--- config.mk ---
export PLATFORM = sky130hd
export DESIGN_NAME = fe_capture_packer_flat
export DESIGN_NICKNAME = d
export VERILOG_FILES = /design/src/rtl/fe_capture_packer_pkg.sv /design/src/rtl/fe_capture_packer_if.sv /design/src/rtl/fe_packer_delta_timer.sv /design/src/rtl/fe_capture_packer.sv /design/src/flat_wrapper.sv
export SDC_FILE = /design/constraint.sdc
export NUM_CORES = 1
export LEC_CHECK = 0
export ABC_CLOCK_PERIOD_IN_PS = 2300
export CAP_MARGIN = 30
export CORE_UTILIZATION = 45
export DETAILED_ROUTE_END_ITERATION = 8
export GPL_TIMING_DRIVEN = 0
export PLACE_DENSITY = 0.76
export SYNTH_ARGS = -nofsm -noshare
export SYNTH_HDL_FRONTEND = slang
export SYNTH_SLANG_ARGS = --single-unit
--- constraint.sdc ---
create_clock -name fe_clk -period 2.3 [get_ports fe_clk]
set_clock_uncertainty 0.2 [all_clocks]
set_input_delay 0.46 -clock fe_clk [delete_from_list [all_inputs] [get_ports fe_clk]]
set_output_delay 0.46 -clock fe_clk [all_outputs]
set_load 0.02 [all_outputs]
--- src/rtl/fe_capture_packer_pkg.sv ---
// Shared definitions for the capture packer: FIFO word layout, command codes and FSM states.
package fe_capture_packer_pkg;

    localparam int WORD_W    = 18;
    localparam int CMD_MSB   = 17;
    localparam int CMD_LSB   = 16;
    localparam int PAYLOAD_W = 16;

    // Code 2'b11 is reserved and never emitted.
    typedef enum logic [1:0] {
        CMD_DATA = 2'b00,
        CMD_STAT = 2'b01,
        CMD_TIME = 2'b10
    } cmd_t;

    typedef enum logic [1:0] {
        ST_IDLE      = 2'b00,
        ST_ARMED     = 2'b01,
        ST_CAPTURING = 2'b10,
        ST_DONE      = 2'b11
    } state_t;

    function automatic logic [WORD_W-1:0] pack_word(input cmd_t cmd,
                                                    input logic [PAYLOAD_W-1:0] payload);
        logic [WORD_W-1:0] w;
        w                    = '0;
        w[CMD_MSB:CMD_LSB]   = cmd;
        w[PAYLOAD_W-1:0]     = payload;
        return w;
    endfunction

endpackage

--- src/rtl/fe_capture_packer_if.sv ---
// Capture FIFO write port as seen from the packer (master) and the FIFO (slave).
// O_fifo_wr is a one-cycle strobe qualifying O_fifo_data; there is no ready --
// I_fifo_prog_full is the only back-pressure and is honoured when a word is sampled.
interface fe_capture_packer_if;
    import fe_capture_packer_pkg::*;

    logic [WORD_W-1:0] O_fifo_data;
    logic              O_fifo_wr;
    logic              I_fifo_prog_full;

    modport master (output O_fifo_data, output O_fifo_wr, input I_fifo_prog_full);
    modport slave  (input O_fifo_data, input O_fifo_wr, output I_fifo_prog_full);
endinterface

--- src/rtl/fe_packer_delta_timer.sv ---
// Saturating inter-word delta counter; clear has priority over load-1, which beats increment.
module fe_packer_delta_timer #(
    parameter int DELTA_W = 8
) (
    input  logic               fe_clk,
    input  logic               reset_n,
    input  logic               clear,
    input  logic               load_one,
    input  logic               inc,
    output logic [DELTA_W-1:0] delta,
    output logic               at_max
);

    logic [DELTA_W-1:0] cnt_q;

    always_ff @(posedge fe_clk or negedge reset_n) begin
        if (!reset_n) begin
            cnt_q <= '0;
        end else if (clear) begin
            cnt_q <= '0;
        end else if (load_one) begin
            cnt_q <= DELTA_W'(1);
        end else if (inc && !at_max) begin
            cnt_q <= cnt_q + DELTA_W'(1);
        end
    end

    assign delta  = cnt_q;
    assign at_max = &cnt_q;

endmodule

--- src/rtl/fe_capture_packer.sv ---
// Packs front-end events into timestamped capture FIFO words and runs arm/trigger/capture/done.
// STAT word generation from I_stat changes is built only when PACKER_STAT_EN is defined.
module fe_capture_packer
    import fe_capture_packer_pkg::*;
#(
    parameter int DELTA_W = 8,
    parameter int LEN_W   = 16
) (
    input  logic                       fe_clk,
    input  logic                       reset_n,
    input  logic                       I_arm,
    input  logic                       I_trigger,
    input  logic [LEN_W-1:0]           I_capture_len,
    input  logic                       I_event_valid,
    input  logic [7:0]                 I_event_data,
    input  logic [2:0]                 I_stat,
    fe_capture_packer_if.master        fifo,
    output logic                       O_capturing,
    output logic                       O_capture_done,
    output logic                       O_overflow,
    output logic [LEN_W-1:0]           O_word_count,
    output state_t                     dbg_state
);

    state_t             state_q, state_d;
    logic [LEN_W-1:0]   len_q, count_q;
    logic [LEN_W:0]     count_next;
    logic               overflow_q, wr_q;
    logic [WORD_W-1:0]  data_q, word_d;
    logic               cand, is_stat, do_write, set_ovf;
    logic [DELTA_W-1:0] delta;
    logic               at_max;
    logic               pend_q;
    logic [2:0]         pend_val_q;

    assign count_next = {1'b0, count_q} + {{LEN_W{1'b0}}, 1'b1};

    fe_packer_delta_timer #(.DELTA_W(DELTA_W)) u_delta (
        .fe_clk   (fe_clk),
        .reset_n  (reset_n),
        .clear    (state_q == ST_ARMED && I_trigger && !I_arm),
        .load_one (cand),
        .inc      (state_q == ST_CAPTURING),
        .delta    (delta),
        .at_max   (at_max)
    );

`ifdef PACKER_STAT_EN
    logic [2:0] stat_prev_q;

    // Latest change wins: a newer status overwrites a pending one before it is emitted.
    always_ff @(posedge fe_clk or negedge reset_n) begin
        if (!reset_n) begin
            stat_prev_q <= '0;
            pend_q      <= 1'b0;
            pend_val_q  <= '0;
        end else if (I_arm) begin
            stat_prev_q <= I_stat;
            pend_q      <= 1'b0;
        end else if (state_q == ST_ARMED) begin
            stat_prev_q <= I_stat;
        end else if (state_q == ST_CAPTURING) begin
            if (I_stat != stat_prev_q) begin
                stat_prev_q <= I_stat;
                pend_q      <= 1'b1;
                pend_val_q  <= I_stat;
            end else if (do_write && is_stat) begin
                pend_q <= 1'b0;
            end
        end
    end
`else
    logic unused_stat;
    assign unused_stat = ^{I_stat, is_stat};
    assign pend_q      = 1'b0;
    assign pend_val_q  = '0;
`endif

    always_ff @(posedge fe_clk or negedge reset_n) begin
        if (!reset_n) begin
            state_q <= ST_IDLE;
        end else begin
            state_q <= state_d;
        end
    end

    // One candidate per CAPTURING cycle: DATA, then pending STAT, then TIME at delta saturation.
    always_comb begin
        state_d  = state_q;
        cand     = 1'b0;
        is_stat  = 1'b0;
        word_d   = '0;
        do_write = 1'b0;
        set_ovf  = 1'b0;
        if (I_arm) begin
            state_d = ST_ARMED;
        end else begin
            case (state_q)
                ST_IDLE: ;
                ST_ARMED: begin
                    if (I_trigger) state_d = ST_CAPTURING;
                end
                ST_CAPTURING: begin
                    if (I_event_valid) begin
                        cand   = 1'b1;
                        word_d = pack_word(CMD_DATA, {8'(delta), I_event_data});
                    end else if (pend_q) begin
                        cand    = 1'b1;
                        is_stat = 1'b1;
                        word_d  = pack_word(CMD_STAT, {13'd0, pend_val_q});
                    end else if (at_max) begin
                        cand   = 1'b1;
                        word_d = pack_word(CMD_TIME, 16'd0);
                    end
                    if (cand) begin
                        if (fifo.I_fifo_prog_full) begin
                            set_ovf = 1'b1;
                            state_d = ST_DONE;
                        end else begin
                            do_write = 1'b1;
                            if (len_q != '0 && count_next == {1'b0, len_q}) state_d = ST_DONE;
                        end
                    end
                end
                ST_DONE: ;
                default: state_d = ST_IDLE;
            endcase
        end
    end

    // The write register is not touched by arm, so a word sampled before arm still goes out.
    always_ff @(posedge fe_clk or negedge reset_n) begin
        if (!reset_n) begin
            wr_q       <= 1'b0;
            data_q     <= '0;
            len_q      <= '0;
            count_q    <= '0;
            overflow_q <= 1'b0;
        end else begin
            wr_q <= do_write;
            if (do_write) data_q <= word_d;
            if (I_arm) begin
                len_q      <= I_capture_len;
                count_q    <= '0;
                overflow_q <= 1'b0;
            end else begin
                if (do_write && count_q != '1) count_q <= count_next[LEN_W-1:0];
                if (set_ovf) overflow_q <= 1'b1;
            end
        end
    end

    assign fifo.O_fifo_wr   = wr_q;
    assign fifo.O_fifo_data = data_q;
    assign O_capturing      = (state_q == ST_CAPTURING);
    assign O_capture_done   = (state_q == ST_DONE);
    assign O_overflow       = overflow_q;
    assign O_word_count     = count_q;
    assign dbg_state        = state_q;

endmodule
--- src/flat_wrapper.sv ---
// flat-port wrapper written by rule: the top's interface ports become plain ports
module fe_capture_packer_flat import fe_capture_packer_pkg::*;
#(
    parameter int DELTA_W = 8,
    parameter int LEN_W   = 16
)
  (fe_clk, reset_n, I_arm, I_trigger, I_capture_len, I_event_valid, I_event_data, I_stat, O_capturing, O_capture_done, O_overflow, O_word_count, dbg_state, fifo_O_fifo_data, fifo_O_fifo_wr, fifo_I_fifo_prog_full);
  fe_capture_packer_if fifo_i ();
  input  logic fe_clk;
  input  logic reset_n;
  input  logic I_arm;
  input  logic I_trigger;
  input  logic [LEN_W-1:0] I_capture_len;
  input  logic I_event_valid;
  input  logic [7:0] I_event_data;
  input  logic [2:0] I_stat;
  output logic O_capturing;
  output logic O_capture_done;
  output logic O_overflow;
  output logic [LEN_W-1:0] O_word_count;
  output state_t dbg_state;
  output wire logic [$bits(fifo_i.O_fifo_data)-1:0] fifo_O_fifo_data;
  output wire logic [$bits(fifo_i.O_fifo_wr)-1:0] fifo_O_fifo_wr;
  input wire logic [$bits(fifo_i.I_fifo_prog_full)-1:0] fifo_I_fifo_prog_full;
  assign fifo_O_fifo_data = fifo_i.O_fifo_data;
  assign fifo_O_fifo_wr = fifo_i.O_fifo_wr;
  assign fifo_i.I_fifo_prog_full = fifo_I_fifo_prog_full;
  fe_capture_packer #(.DELTA_W(DELTA_W), .LEN_W(LEN_W)) u_core (.fe_clk(fe_clk), .reset_n(reset_n), .I_arm(I_arm), .I_trigger(I_trigger), .I_capture_len(I_capture_len), .I_event_valid(I_event_valid), .I_event_data(I_event_data), .I_stat(I_stat), .fifo(fifo_i), .O_capturing(O_capturing), .O_capture_done(O_capture_done), .O_overflow(O_overflow), .O_word_count(O_word_count), .dbg_state(dbg_state));
endmodule
==> results.json <==
{
  "status": "complete, no violations",
  "first_iter_violations": 219,
  "synth-seq-area-share_pct": 47.58,
  "slew_viol_final": 0,
  "syn_area_um2": 3208,
  "core_um2": 6832,
  "grt_pass1_vias": 2865,
  "yosysWarnings": 0,
  "yosysUniqueCellTypes": 52,
  "critPathMaxFanout": 5,
  "wirelength_um": 8302,
  "reg2reg_slack_ns": 0.01,
  "top_level_ports": 73,
  "synth_seq_cells": 61,
  "relSlewSlack_pct": 61.64,
  "synth_fp_nets": 373,
  "critPathKind": "reg2reg",
  "initial_utilization_pct": 46.96,
  "grt_pass1_wl_um": 13480,
  "postSynthAreaPerCell_um2": 9.491,
  "die_height_um": 86.44,
  "wire_per_inst_um": 15.32,
  "synthTopCellsByArea": "dfrtp_1 (48%), mux2_2 (6.0%), nand2_1 (5.9%)",
  "grt_max_degree": 40,
  "dieArea_um2": 7471,
  "reg2reg_depth": 7,
  "synthToLayoutAreaGrowth_pct": 43.76,
  "clk_pin_slew_ns": 0.07,
  "setup_violations": 0,
  "ys.flop_type": "dfrtp_1",
  "seq_area_um2": 1536,
  "ctsHtreeMaxLevel": 3,
  "slowest_stage": "or4_4",
  "drc": 0,
  "max-vdd-ir-drop_uv": 432.8,
  "r2r-start": "u_core.O_word_count[11]",
  "synth_edf_count": 0,
  "insertedDiodeCount": 0,
  "synth_top_area_cell": "dfrtp_1",
  "postRouteAntennaNets": 0,
  "cts-root-buf": "clkbuf_8",
  "post-route-util_pct": 67.51,
  "synth_top_area_share_pct": 47.58,
  "min_path_type": "in2async",
  "clk_latency_ns": 0.35,
  "period_needed_ns": 2.287,
  "crit_arrival_ns": 2.30,
  "yosysMostFrequentCell": "dfrtp_1",
  "antenna_found_initial": 0,
  "vias": 2975,
  "postSynth.asyncResetShare_pct": 100.0,
  "crit_path_cell_trace": "nand2_1, or4_4, o211ai_4, buf_2, nor4_1, xnor2_1, nor2_1",
  "fin_crit_sh_pct": 99.44,
  "max-clock-path-buffers": 2,
  "cts_tree": "done",
  "io_buffers": 67,
  "synthCells": 338,
  "rows": 30,
  "multiInputGateArea_um2": 1689,
  "drive_gt1_share_pct": 21.08,
  "max_freq_ghz": 0.4373,
  "drt_pre_antenna_iters": 5,
  "whs_ns": 0.2392,
  "power.density_nw_per_um2": 556.3,
  "worst_pin_slew_ns": 0.5754,
  "cts_buffers": 9,
  "grt_setup_unrepaired": "yes",
  "dp_hpwl_um": 5532,
  "hold_viol_final": 0,
  "gp_congestion": 0.8922,
  "cts_sinks": 61,
  "fillers": 548,
  "via_per_inst": 5.489,
  "die_w_um": 86.44,
  "final_cell_area_um2": 4612,
  "final_nets": 476,
  "r2r-end": "u_core.O_word_count[10]",
  "start_kind": "flop",
  "endpoint_kind": "flop",
  "synthTopCellsByCount": "dfrtp_1 (61), nand2_1 (50), nand3_1 (29)",
  "grtUsageTotal_pct": 23.66,
  "postPlaceCellArea_um2": 4074,
  "required_ns": 2.31,
  "slowest_delay_ns": 0.58,
  "p_leak_uw": 0.001911,
  "overflow": 0,
  "max_cap_viol_count": 0
}
metal layers:
layer	vias to the layer above	track usage (%)	part of all wire, %
met4	0	10.61	2.9
li1	1396	-	-
met1	1435	27.96	40
met5	-	0	0
met2	116	38.82	50
met3	28	8.476	7.2
through the flow:
stage	TNS, ns	std cells	power (uW)	worst slack [ns]
3_5_place_dp	-9.698	503	1483	-0.4349
3_3_place_gp	-96.17	501	1462	-1.638
2_1_floorplan	0	338	1341	0.001723
6_report	0	542	2566	0.01299
5_1_grt	-0.4028	542	2682	-0.09852
4_1_cts	0	524	2565	0.004762
cell families after synthesis:
kind of cell    synth area share (%)
xor+xnor                       7.918
simple gates                   23.75
buf+inv                        3.665
fa+ha+maj                     0.7799
compound gates                 9.595
flops                          47.58
other cells                   0.1169
mux                            6.591
timing repair:
action	in CTS	in global routing
setup buffers	4	17
gates resized for setup	17	25
pin swaps	1	5
cloned	0	1
endpoints found under the hold margin	39	0
setup endpoints to repair	33	35
hold buffers	1	0
flip-flops by register name (all words and copies together), names as in the netlist:
register                 flops
u_core.O_overflow            1
u_core.O_word_count         16
u_core.dbg_state             2
u_core.fifo.O_fifo_data     17
u_core.fifo.O_fifo_wr        1
u_core.len_q                16
u_core.u_delta.delta         8
where the power goes:
part | internal (uW) | switching (uW)
Clock | 615 | 469
Sequential | 1120 | 59.2
Combinational | 164 | 137
critical path, delay by kind of cell, from the launching register on:
kind,cells,cell delay [ns]
AO/OA/AOI/OAI,1,0.27
XOR/XNOR,1,0.14
buffers and inverters,1,0.22
flip-flops,1,0.48
AND/OR/NAND/NOR,4,0.84
final cells by class:
| class | count | share of cell area, % |
|---|---|---|
| Multi-Input combinational cell | 254 | 36.63 |
| Sequential cell | 61 | 33.32 |
| Timing Repair Buffer | 92 | 19.32 |
| Buffer | 18 | 2.930 |
| Clock buffer | 9 | 2.686 |
| Tap cell | 96 | 2.604 |
| Clock inverter | 7 | 2.116 |
| Inverter | 5 | 0.4069 |
cells in the final DEF, fill, tap and decap left out, types with 3 or more instances in the layout:
cell	instances
xor2_1	8
dfrtp_1	53
or3_1	6
mux2_2	17
nand4_1	8
a21oi_1	9
o21ai_0	12
buf_4	23
buf_6	5
nand2_1	50
clkdlybuf4s50_1	64
nor2_1	25
buf_2	3
dfrtp_2	8
o31ai_1	6
and3_1	3
clkbuf_8	9
o21ai_1	5
nand3_4	3
nand3_1	27
xnor2_1	21
nor3_1	6
nor2b_1	5
inv_1	4
nor4_1	7
clkbuf_1	6
worst max-delay path by stage:
stage                             from                    endpoint  slack, ns  depth (start not counted)
3_5_place_dp     fifo_I_fifo_prog_full  u_core.fifo.O_fifo_data[4]      -0.43                          7
6_report       u_core.O_word_count[11]     u_core.O_word_count[10]       0.01                          7
5_1_grt            u_core.dbg_state[0]     u_core.O_word_count[10]       -0.1                          7
3_3_place_gp                   reset_n      u_core.O_word_count[7]      -1.64                          1
4_1_cts         u_core.O_word_count[0]      u_core.O_word_count[9]      0.005                          8
2_1_floorplan   u_core.O_word_count[4]      u_core.O_word_count[5]      0.002                          8
(Power assumes the default switching activity.)
